[src/rtl/d_hazard_ctrl_pkg.sv]
// -----------------------------------------------------------------------------
// hazard_defs
// Shared definitions for the D-stage hazard controller of the 5-stage MIPS
// pipeline: forwarding-source encodings, Tuse/Tnew constants, the in-flight
// writer record and the saturating Tnew decrement used as records age.
// -----------------------------------------------------------------------------
package hazard_defs;

  // Forwarding source for a D-stage operand.
  typedef enum logic [1:0] {
    FWD_GRF = 2'd0,
    FWD_E   = 2'd1,
    FWD_M   = 2'd2,
    FWD_W   = 2'd3
  } fwd_sel_t;

  // Tuse value meaning "operand not read".
  localparam logic [1:0] TUSE_NONE = 2'd3;

  // Tnew: cycles after entering E until the result can be forwarded.
  localparam logic [1:0] TNEW_LUI_JAL = 2'd0;
  localparam logic [1:0] TNEW_ALU     = 2'd1;
  localparam logic [1:0] TNEW_LOAD    = 2'd2;

  // One in-flight writer. addr == 0 means "no write".
  typedef struct packed {
    logic [4:0] addr;
    logic [1:0] tnew;
  } rec_t;

  // Tnew shrinks by one each stage a writer advances, never below zero.
  function automatic logic [1:0] sat_dec(input logic [1:0] t);
    return (t == 2'd0) ? 2'd0 : t - 2'd1;
  endfunction

endpackage

[src/rtl/d_hazard_ctrl_src_sel.sv]
// -----------------------------------------------------------------------------
// hazard_src_sel
// Per-operand hazard decision. Finds the youngest in-flight writer (E, then M,
// then W) of the operand register and decides whether D must stall and where
// the D-stage comparator should take the value from.
//   r        in   5   operand register index ($0 never matches)
//   tuse     in   2   cycles until the operand is consumed (NO_USE = not read)
//   rec_e    in   rec_t  writer record in E
//   rec_m    in   rec_t  writer record in M
//   rec_w    in   rec_t  writer record in W
//   stall    out  1   operand not ready in time
//   fwd_sel  out  fwd_sel_t  forwarding source (GRF unless youngest match is ready)
// -----------------------------------------------------------------------------
module hazard_src_sel
  import hazard_defs::*;
#(
  parameter logic [1:0] NO_USE = TUSE_NONE
) (
  input  logic [4:0] r,
  input  logic [1:0] tuse,
  input  rec_t       rec_e,
  input  rec_t       rec_m,
  input  rec_t       rec_w,
  output logic       stall,
  output fwd_sel_t   fwd_sel
);

  logic       hit;
  fwd_sel_t   hit_stage;
  logic [1:0] hit_tnew;

  always_comb begin
    // NOTE: every signal assigned in a combinational block gets a default
    // first, so no path through the if-chain leaves it holding a value (latch).
    hit       = 1'b0;
    hit_stage = FWD_GRF;
    hit_tnew  = 2'd0;
    // Priority chain: once a younger stage matches, older ones are ignored.
    if (r != 5'd0) begin
      if (rec_e.addr == r) begin
        hit = 1'b1; hit_stage = FWD_E; hit_tnew = rec_e.tnew;
      end else if (rec_m.addr == r) begin
        hit = 1'b1; hit_stage = FWD_M; hit_tnew = rec_m.tnew;
      end else if (rec_w.addr == r) begin
        hit = 1'b1; hit_stage = FWD_W; hit_tnew = rec_w.tnew;
      end
    end
  end

  assign stall   = hit && (tuse != NO_USE) && (hit_tnew > tuse);
  // Select is meaningful even while stalling; a not-yet-ready writer reads GRF.
  assign fwd_sel = (hit && hit_tnew == 2'd0) ? hit_stage : FWD_GRF;

endmodule

[src/rtl/d_hazard_ctrl.sv]
// -----------------------------------------------------------------------------
// d_hazard_ctrl
// D-stage hazard controller. Holds a shadow scoreboard of writers in E/M/W,
// produces stall and forwarding selects for the D-stage branch comparator and
// counts stalled cycles (saturating).
//   clk, rst_n               clock (rising edge), async active-low reset
//   D_valid                  D holds a real instruction (0 = bubble)
//   D_rs, D_rt               operand register indices
//   D_tuse_rs, D_tuse_rt     operand Tuse (NO_USE = not read)
//   D_wr_addr, D_tnew        destination and Tnew of the D instruction
//   stall                    hold PC and F/D, insert bubble into E
//   fwd_rs_sel, fwd_rt_sel   comparator sources: 0=GRF 1=E 2=M 3=W
//   stall_cnt                saturating count of stalled cycles
// -----------------------------------------------------------------------------
module d_hazard_ctrl
  import hazard_defs::*;
#(
  parameter int         CNT_W  = 16,
  parameter logic [1:0] NO_USE = TUSE_NONE
) (
  input  logic             clk,
  input  logic             rst_n,
  input  logic             D_valid,
  input  logic [4:0]       D_rs,
  input  logic [4:0]       D_rt,
  input  logic [1:0]       D_tuse_rs,
  input  logic [1:0]       D_tuse_rt,
  input  logic [4:0]       D_wr_addr,
  input  logic [1:0]       D_tnew,
  output logic             stall,
  output logic [1:0]       fwd_rs_sel,
  output logic [1:0]       fwd_rt_sel,
  output logic [CNT_W-1:0] stall_cnt
);

  rec_t     rec_e, rec_m, rec_w;
  logic     stall_rs, stall_rt;
  fwd_sel_t sel_rs, sel_rt;

  hazard_src_sel #(.NO_USE(NO_USE)) u_sel_rs (
    .r      (D_rs),
    .tuse   (D_tuse_rs),
    .rec_e  (rec_e),
    .rec_m  (rec_m),
    .rec_w  (rec_w),
    .stall  (stall_rs),
    .fwd_sel(sel_rs)
  );

  hazard_src_sel #(.NO_USE(NO_USE)) u_sel_rt (
    .r      (D_rt),
    .tuse   (D_tuse_rt),
    .rec_e  (rec_e),
    .rec_m  (rec_m),
    .rec_w  (rec_w),
    .stall  (stall_rt),
    .fwd_sel(sel_rt)
  );

  // A bubble in D never stalls.
  assign stall      = D_valid && (stall_rs || stall_rt);
  assign fwd_rs_sel = sel_rs;
  assign fwd_rt_sel = sel_rt;

  // NOTE: the records are a handful of flops that drive the stall logic
  // directly, so they are reset; stale addresses would cause false stalls.
  always_ff @(posedge clk or negedge rst_n) begin
    if (!rst_n) begin
      rec_e <= '0;
      rec_m <= '0;
      rec_w <= '0;
    end else begin
      // NOTE: non-blocking assignments let the three records shift in one
      // edge without the order of statements mattering.
      rec_e <= (stall || !D_valid) ? rec_t'('0) : rec_t'{addr: D_wr_addr, tnew: D_tnew};
      rec_m <= rec_t'{addr: rec_e.addr, tnew: sat_dec(rec_e.tnew)};
      rec_w <= rec_t'{addr: rec_m.addr, tnew: sat_dec(rec_m.tnew)};
    end
  end

  always_ff @(posedge clk or negedge rst_n) begin
    if (!rst_n) begin
      stall_cnt <= '0;
    end else if (stall && (stall_cnt != {CNT_W{1'b1}})) begin
      stall_cnt <= stall_cnt + CNT_W'(1);
    end
  end

endmodule
[config.mk]
export PLATFORM = sky130hd
export DESIGN_NAME = d_hazard_ctrl
export DESIGN_NICKNAME = d
export VERILOG_FILES = /design/src/rtl/d_hazard_ctrl_pkg.sv /design/src/rtl/d_hazard_ctrl_src_sel.sv /design/src/rtl/d_hazard_ctrl.sv
export SDC_FILE = /design/constraint.sdc
export NUM_CORES = 1
export LEC_CHECK = 0
export BUFFER_PORTS_ARGS = -buffer_cell sky130_fd_sc_hd__buf_4
export CAP_MARGIN = 20
export CORE_UTILIZATION = 30
export CTS_CLUSTER_DIAMETER = 120
export CTS_CLUSTER_SIZE = 40
export DETAILED_ROUTE_END_ITERATION = 12
export RECOVER_POWER = 100
export SLEW_MARGIN = 20
export SYNTH_ARGS = -nofsm -noshare
export SYNTH_HDL_FRONTEND = slang
export SYNTH_SLANG_ARGS = --single-unit
[constraint.sdc]
create_clock -name clk -period 4.3 [get_ports clk]
set_input_delay 0.86 -clock clk [delete_from_list [all_inputs] [get_ports clk]]
set_output_delay 0.86 -clock clk [all_outputs]
set_load 0.02 [all_outputs]
Word-level counts from Yosys, hierarchy flattened

Cells that the tools add are included.

Register bits after elaboration: 37
Bits of input ports: 24
Output and inout bits: 21
Logic and storage cells: 67

$add $sub $neg: 3
Order comparisons: 2
Equality and inequality tests: 9
Muxes and demuxes: 29
Reductions and logical operators: 17

Operators with widths:

| operator                | count |
|---|---|
| $mux W2                 | 20 |
| $eq A5 B5 Y1            | 6 |
| $add A16 B1 Y16 const B | 1 |
| $ne A16 B16 Y1 const B  | 1 |
| $reduce_bool A5 Y1      | 2 |
| $logic_and A1 B1 Y1     | 8 |
| $logic_not A2 Y1        | 4 |
| $mux W1                 | 8 |
| $mux W7                 | 1 |
| $gt A2 B2 Y1            | 2 |
| $ne A2 B2 Y1 const B    | 2 |
| $sub A2 B1 Y2 const B   | 2 |
| $logic_or A1 B1 Y1      | 2 |
| $logic_not A1 Y1        | 1 |

Longest topological paths before layout

Depth after elaboration: 11
Gate-level depth with buffers: 17
Depth with buffers taken out: 15

By module

Synthesis repeated with hierarchy kept, for this count alone.

Cells, all modules: 215
Area, all modules: 2193.4 um^2

By module, submodules not included:

| module         | instances | cells an instance | area each (um^2) | seq. area each (um^2) |
|---|---|---|---|---|
| d_hazard_ctrl  | 1         | 109               | 1427.6           | 925.9 |
| hazard_src_sel | 2         | 53                | 382.9            | 0.0 |

Worst setup path before layout

Ideal clock, no wire load.

Kind: input port to output port
Start: in D_rt[0]
End: out stall
Data arrival time: 3.369 ns
Required time: 3.440 ns
Path slack: 0.071 ns
Cell stages on the path: 13
Buffers on the path: 1
Path through: buf_2 -> xnor2_1 -> nand3_1 -> nor3_1 -> nor2b_1 -> a22o_1 -> mux2_2 -> o21ai_0 -> ha_1 -> a22o_1 -> nor4b_1 -> o31ai_1 -> o21ai_2

Word-level cells in the longest chain between the ends: 9
Elaborated cells between the ends (all ways): 17
Those cells by class: order compare (1); eq/ne (3); mux (8); reduce/logical (5)

RTL lines:

| item                                                | RTL line                    | source |
|---|---|---|
| from (decl)                                         | d_hazard_ctrl.sv:25         | `input logic [4:0] D_rt,` |
| $eq A5 B5 Y1                                        | d_hazard_ctrl_src_sel.sv:44 | `end else if (rec_w.addr == r) begin` |
| $mux W2 or $mux W1 (tied branches)                  | d_hazard_ctrl_src_sel.sv:44 |  |
| $mux W2 or $mux W1 (tied branches)                  | d_hazard_ctrl_src_sel.sv:42 | `end else if (rec_m.addr == r) begin` |
| $mux W2 or $mux W1 (tied branches)                  | d_hazard_ctrl_src_sel.sv:40 | `if (rec_e.addr == r) begin` |
| $mux W2 or $mux W1 (tied branches)                  | d_hazard_ctrl_src_sel.sv:39 | `if (r != 5'd0) begin` |
| $gt A2 B2 Y1 or $logic_and A1 B1 Y1 (tied branches) | d_hazard_ctrl_src_sel.sv:50 | `assign stall = hit && (tuse != NO_USE) && (hit_tnew > tuse);` |
| $logic_and A1 B1 Y1 (*)                             | d_hazard_ctrl_src_sel.sv:50 |  |
| $logic_or A1 B1 Y1 (*)                              | d_hazard_ctrl.sv:61         | `assign stall = D_valid && (stall_rs \|\| stall_rt);` |
| $logic_and A1 B1 Y1 (*)                             | d_hazard_ctrl.sv:61         |  |
| to (decl)                                           | d_hazard_ctrl.sv:30         | `output logic stall,` |

Every way passes the cells marked *; elsewhere a longest branch is shown, timed or not.

Worst setup path in the final report

Start: in D_rs[3]
End: out stall

Word-level cells in the longest chain between the ends: 9
Elaborated cells between the ends (all ways): 17
Those cells by class: order compare (1); eq/ne (3); mux (8); reduce/logical (5)

RTL lines:

| item                                                | RTL line                    | source |
|---|---|---|
| from (decl)                                         | d_hazard_ctrl.sv:24         | `input logic [4:0] D_rs,` |
| $eq A5 B5 Y1                                        | d_hazard_ctrl_src_sel.sv:44 |  |
| $mux W2 or $mux W1 (tied branches)                  | d_hazard_ctrl_src_sel.sv:44 |  |
| $mux W2 or $mux W1 (tied branches)                  | d_hazard_ctrl_src_sel.sv:42 |  |
| $mux W2 or $mux W1 (tied branches)                  | d_hazard_ctrl_src_sel.sv:40 |  |
| $mux W2 or $mux W1 (tied branches)                  | d_hazard_ctrl_src_sel.sv:39 |  |
| $gt A2 B2 Y1 or $logic_and A1 B1 Y1 (tied branches) | d_hazard_ctrl_src_sel.sv:50 |  |
| $logic_and A1 B1 Y1 (*)                             | d_hazard_ctrl_src_sel.sv:50 |  |
| $logic_or A1 B1 Y1 (*)                              | d_hazard_ctrl.sv:61         |  |
| $logic_and A1 B1 Y1 (*)                             | d_hazard_ctrl.sv:61         |  |

Marks and branches as above.

==> impl_metrics.env <==
export IMPL_grt_pass1_vias=1628
export IMPL_post_route_min_period_ns=4.21
export IMPL_drv_slew=38
export IMPL_status="complete, but fails checks"
export IMPL_cts_buffers=5
export IMPL_period_share_pct=97.8
export IMPL_synth_edf_count=0
export IMPL_fillers=683
export IMPL_wire_per_inst_um=13.8
export IMPL_clk_pin_slew_ns=0.08
export IMPL_die_h_um=85.4
export IMPL_pwr_share_clk_pct=32.0
export IMPL_rsz0062_at_grt="yes"
export IMPL_violations="max-capacitance violations, max-slew violations"
export IMPL_dp_hpwl_um=3510
export IMPL_initial_utilization_pct=30.9
export IMPL_synthTopCellsByCount="dfrtp_1 (37), xnor2_1 (25), xor2_1 (19), nand3_1 (13), and2_1 (10)"
export IMPL_timing_slew_headroom_pct=-30.5
export IMPL_crit_path_end_kind="output port"
export IMPL_fin_tns_setup_ns=0
export IMPL_ys_seq_area_share_pct=44.4
export IMPL_cts_buffer_depth=2
export IMPL_firstDrtPassIters=4
export IMPL_synth_seq_cells=37
export IMPL_grt_max_degree=38
export IMPL_synth_flop_cell="dfrtp_1"
export IMPL_synth_nets=231
export IMPL_cts_root_buf="clkbuf_8"
export IMPL_p_leak_uw=0.00124
export IMPL_insertion_delay_ns=0.30
export IMPL_ff_latch_area_um2=926
export IMPL_crit_arrival_ns=3.35
export IMPL_stdcell_count=342
export IMPL_crit_path_max_fanout=4
export IMPL_io_pins=45
export IMPL_grt_ovfl_total=0
export IMPL_gp_congestion=0.899
export IMPL_clock_skew_ns=0.00405
export IMPL_drive_gt1_share_pct=24.4
export IMPL_grt_pass1_wl_um=7640
export IMPL_yosysWarningCount=0
export IMPL_synth_cell_types=37
export IMPL_portBuffers=44
export IMPL_antenna_cells=0
export IMPL_die_area_um2=7290
export IMPL_hold_violations=0
export IMPL_drt_iter0_markers=56
export IMPL_vdd_drop_max_v=0.000110
export IMPL_hold_buffers=0
export IMPL_cap_violations=1
export IMPL_viasPerCell=4.89
export IMPL_die_w_um=85.4
export IMPL_cts_tree="yes"
export IMPL_intPower_uw=550
export IMPL_finish_utilization_pct=40.3
export IMPL_pwr_share_seq_pct=49.6
export IMPL_clkSinkCount=37
export IMPL_synth_top_cells_by_area="dfrtp_1 (44%), xnor2_1 (10%), xor2_1 (8.0%), nand3_1 (3.1%), and2_1 (3.0%)"
export IMPL_postSynthCellCount=202
export IMPL_rows=30
export IMPL_ant_nets=0
export IMPL_dp_cells=330
export IMPL_htreeDepth=2
export IMPL_antenna_found_initial=0
export IMPL_hold_class="register to register"
export IMPL_switchingPower_uw=241
export IMPL_criticalPathCategory="input pin to output port"
export IMPL_netlist_area_um2=2090
export IMPL_power_uw=791
export IMPL_synthArstFlopShare_pct=100
export IMPL_multiInputGateArea_um2=1210
export IMPL_tightestPinTransition_ns=1.96
export IMPL_synthToLayoutAreaGrowth_pct=30.6
export IMPL_swShare_pct=30.4
export IMPL_track_usage_pct=13.4
export IMPL_syn_area_per_cell_um2=10.3
export IMPL_netlist_area_leader_share_pct=44.4
export IMPL_yosys_area_top_type="dfrtp_1"
export IMPL_design_core_area_um2=6760
export IMPL_routed_wl_um=4720
export IMPL_setup_viol=0
export IMPL_fmax_ghz=0.238
export IMPL_combPwrFrac_pct=18.5
export IMPL_worstPathRequired_ns=3.44
export IMPL_route_vias_total=1672
export IMPL_drc_errors=0
export IMPL_fin_nets=290
export IMPL_synth_most_common_cell="dfrtp_1"
export IMPL_power_density_nw_per_um2=290
export IMPL_setup_worst_path_start_class="input pin"
metrics by stage:
step	instance area (µm²)	hold WS [ns]	worst slack, ns
4_1_cts	2660	0.457	0.0208
6_report	2720	0.448	0.0945
3_5_place_dp	2550	0.433	-0.115
3_3_place_gp	2550	0.435	-0.104
2_1_floorplan	2090	0.409	0.0712
5_1_grt	2720	0.482	-0.00957
kinds of logic (layout without fill, tap and decap cells):
| logic type | count (synthesis) | after routing | share of synthesized area, % |
|---|---|---|---|
| xor+xnor | 44 | 44 | 18.5 |
| compound gates | 15 | 15 | 5.40 |
| fa+ha+maj | 5 | 5 | 3.00 |
| simple gates | 82 | 82 | 22.3 |
| mux | 8 | 8 | 4.02 |
| flops | 37 | 37 | 44.4 |
| buf+inv | 11 | 71 | 2.46 |
worst paths after layout:
check	to	start	slack, ns	cells after the start
hold / removal	rec_m[6]	rec_e[6]	0.45	0
max in group asynchronous	rec_w[2]	rst_n	2.07	1
min in group asynchronous	stall_cnt[12]	rst_n	1.10	1
setup reg to reg	stall_cnt[1]	rec_m[6]	0.74	12
hold reg to reg	rec_m[6]	rec_e[6]	0.45	0
setup / recovery	stall	D_rs[3]	0.09	11
layer usage:
metal / share of wire [%] / track usage, % / wire (µm) / vias up
li1: - / - / - / 828
met1: 50 / 17.7 / 2350 / 802
met2: 46 / 21.3 / 2150 / 32
met3: 2.5 / 2.53 / 120 / 10
met4: 2.0 / 6.21 / 96 / 0
met5: 0 / 0 / 0 / -
layout by cell type, fill, tap and decap left out, drive strengths merged, types with 10 or more instances in the layout:
| master | count |
|---|---|
| xor2 | 19 |
| clkbuf | 26 |
| and2 | 10 |
| buf | 36 |
| xnor2 | 25 |
| dfrtp | 37 |
| nand3 | 13 |
power groups by stage:
stage	Combinational (µW)	Sequential (µW)	Clock (µW)
3_5_place_dp	143	398	0
4_1_cts	144	392	260
3_3_place_gp	141	398	0
5_1_grt	161	395	270
2_1_floorplan	65.8	404	0
6_report	146	392	253
state kept, by name, summed over array words and instances (netlist names):
register and count:
rec_e 7, rec_m 7, rec_w 7, stall_cnt 16
what timing repair did:
item | 4_1_cts | 5_1_grt
endpoints found under the setup margin | 1 | 1
cloned | 0 | 0
pin swaps | 0 | 13
buffers inserted | 0 | 4
resized for setup | 3 | 20
worst max-delay path: stages:
cell	delay, ns
buf_4	0.13
xor2_1	0.14
nor3_1	0.24
nand3_1	0.21
mux2i_1	0.18
or2_2	0.28
ha_1	0.27
a22o_1	0.21
or4b_4	0.50
o21ai_4	0.18
buf_6	0.14
area by class of cell:
type,count,area share (%)
clock buffer,5,2.53
clock inverter,3,0.827
inverter,6,0.827
multi-input combinational,154,44.5
sequential,37,34.0
tap,80,3.67
timing repair buffer,57,13.6
Note: power is estimated with default switching activity, not from simulation.
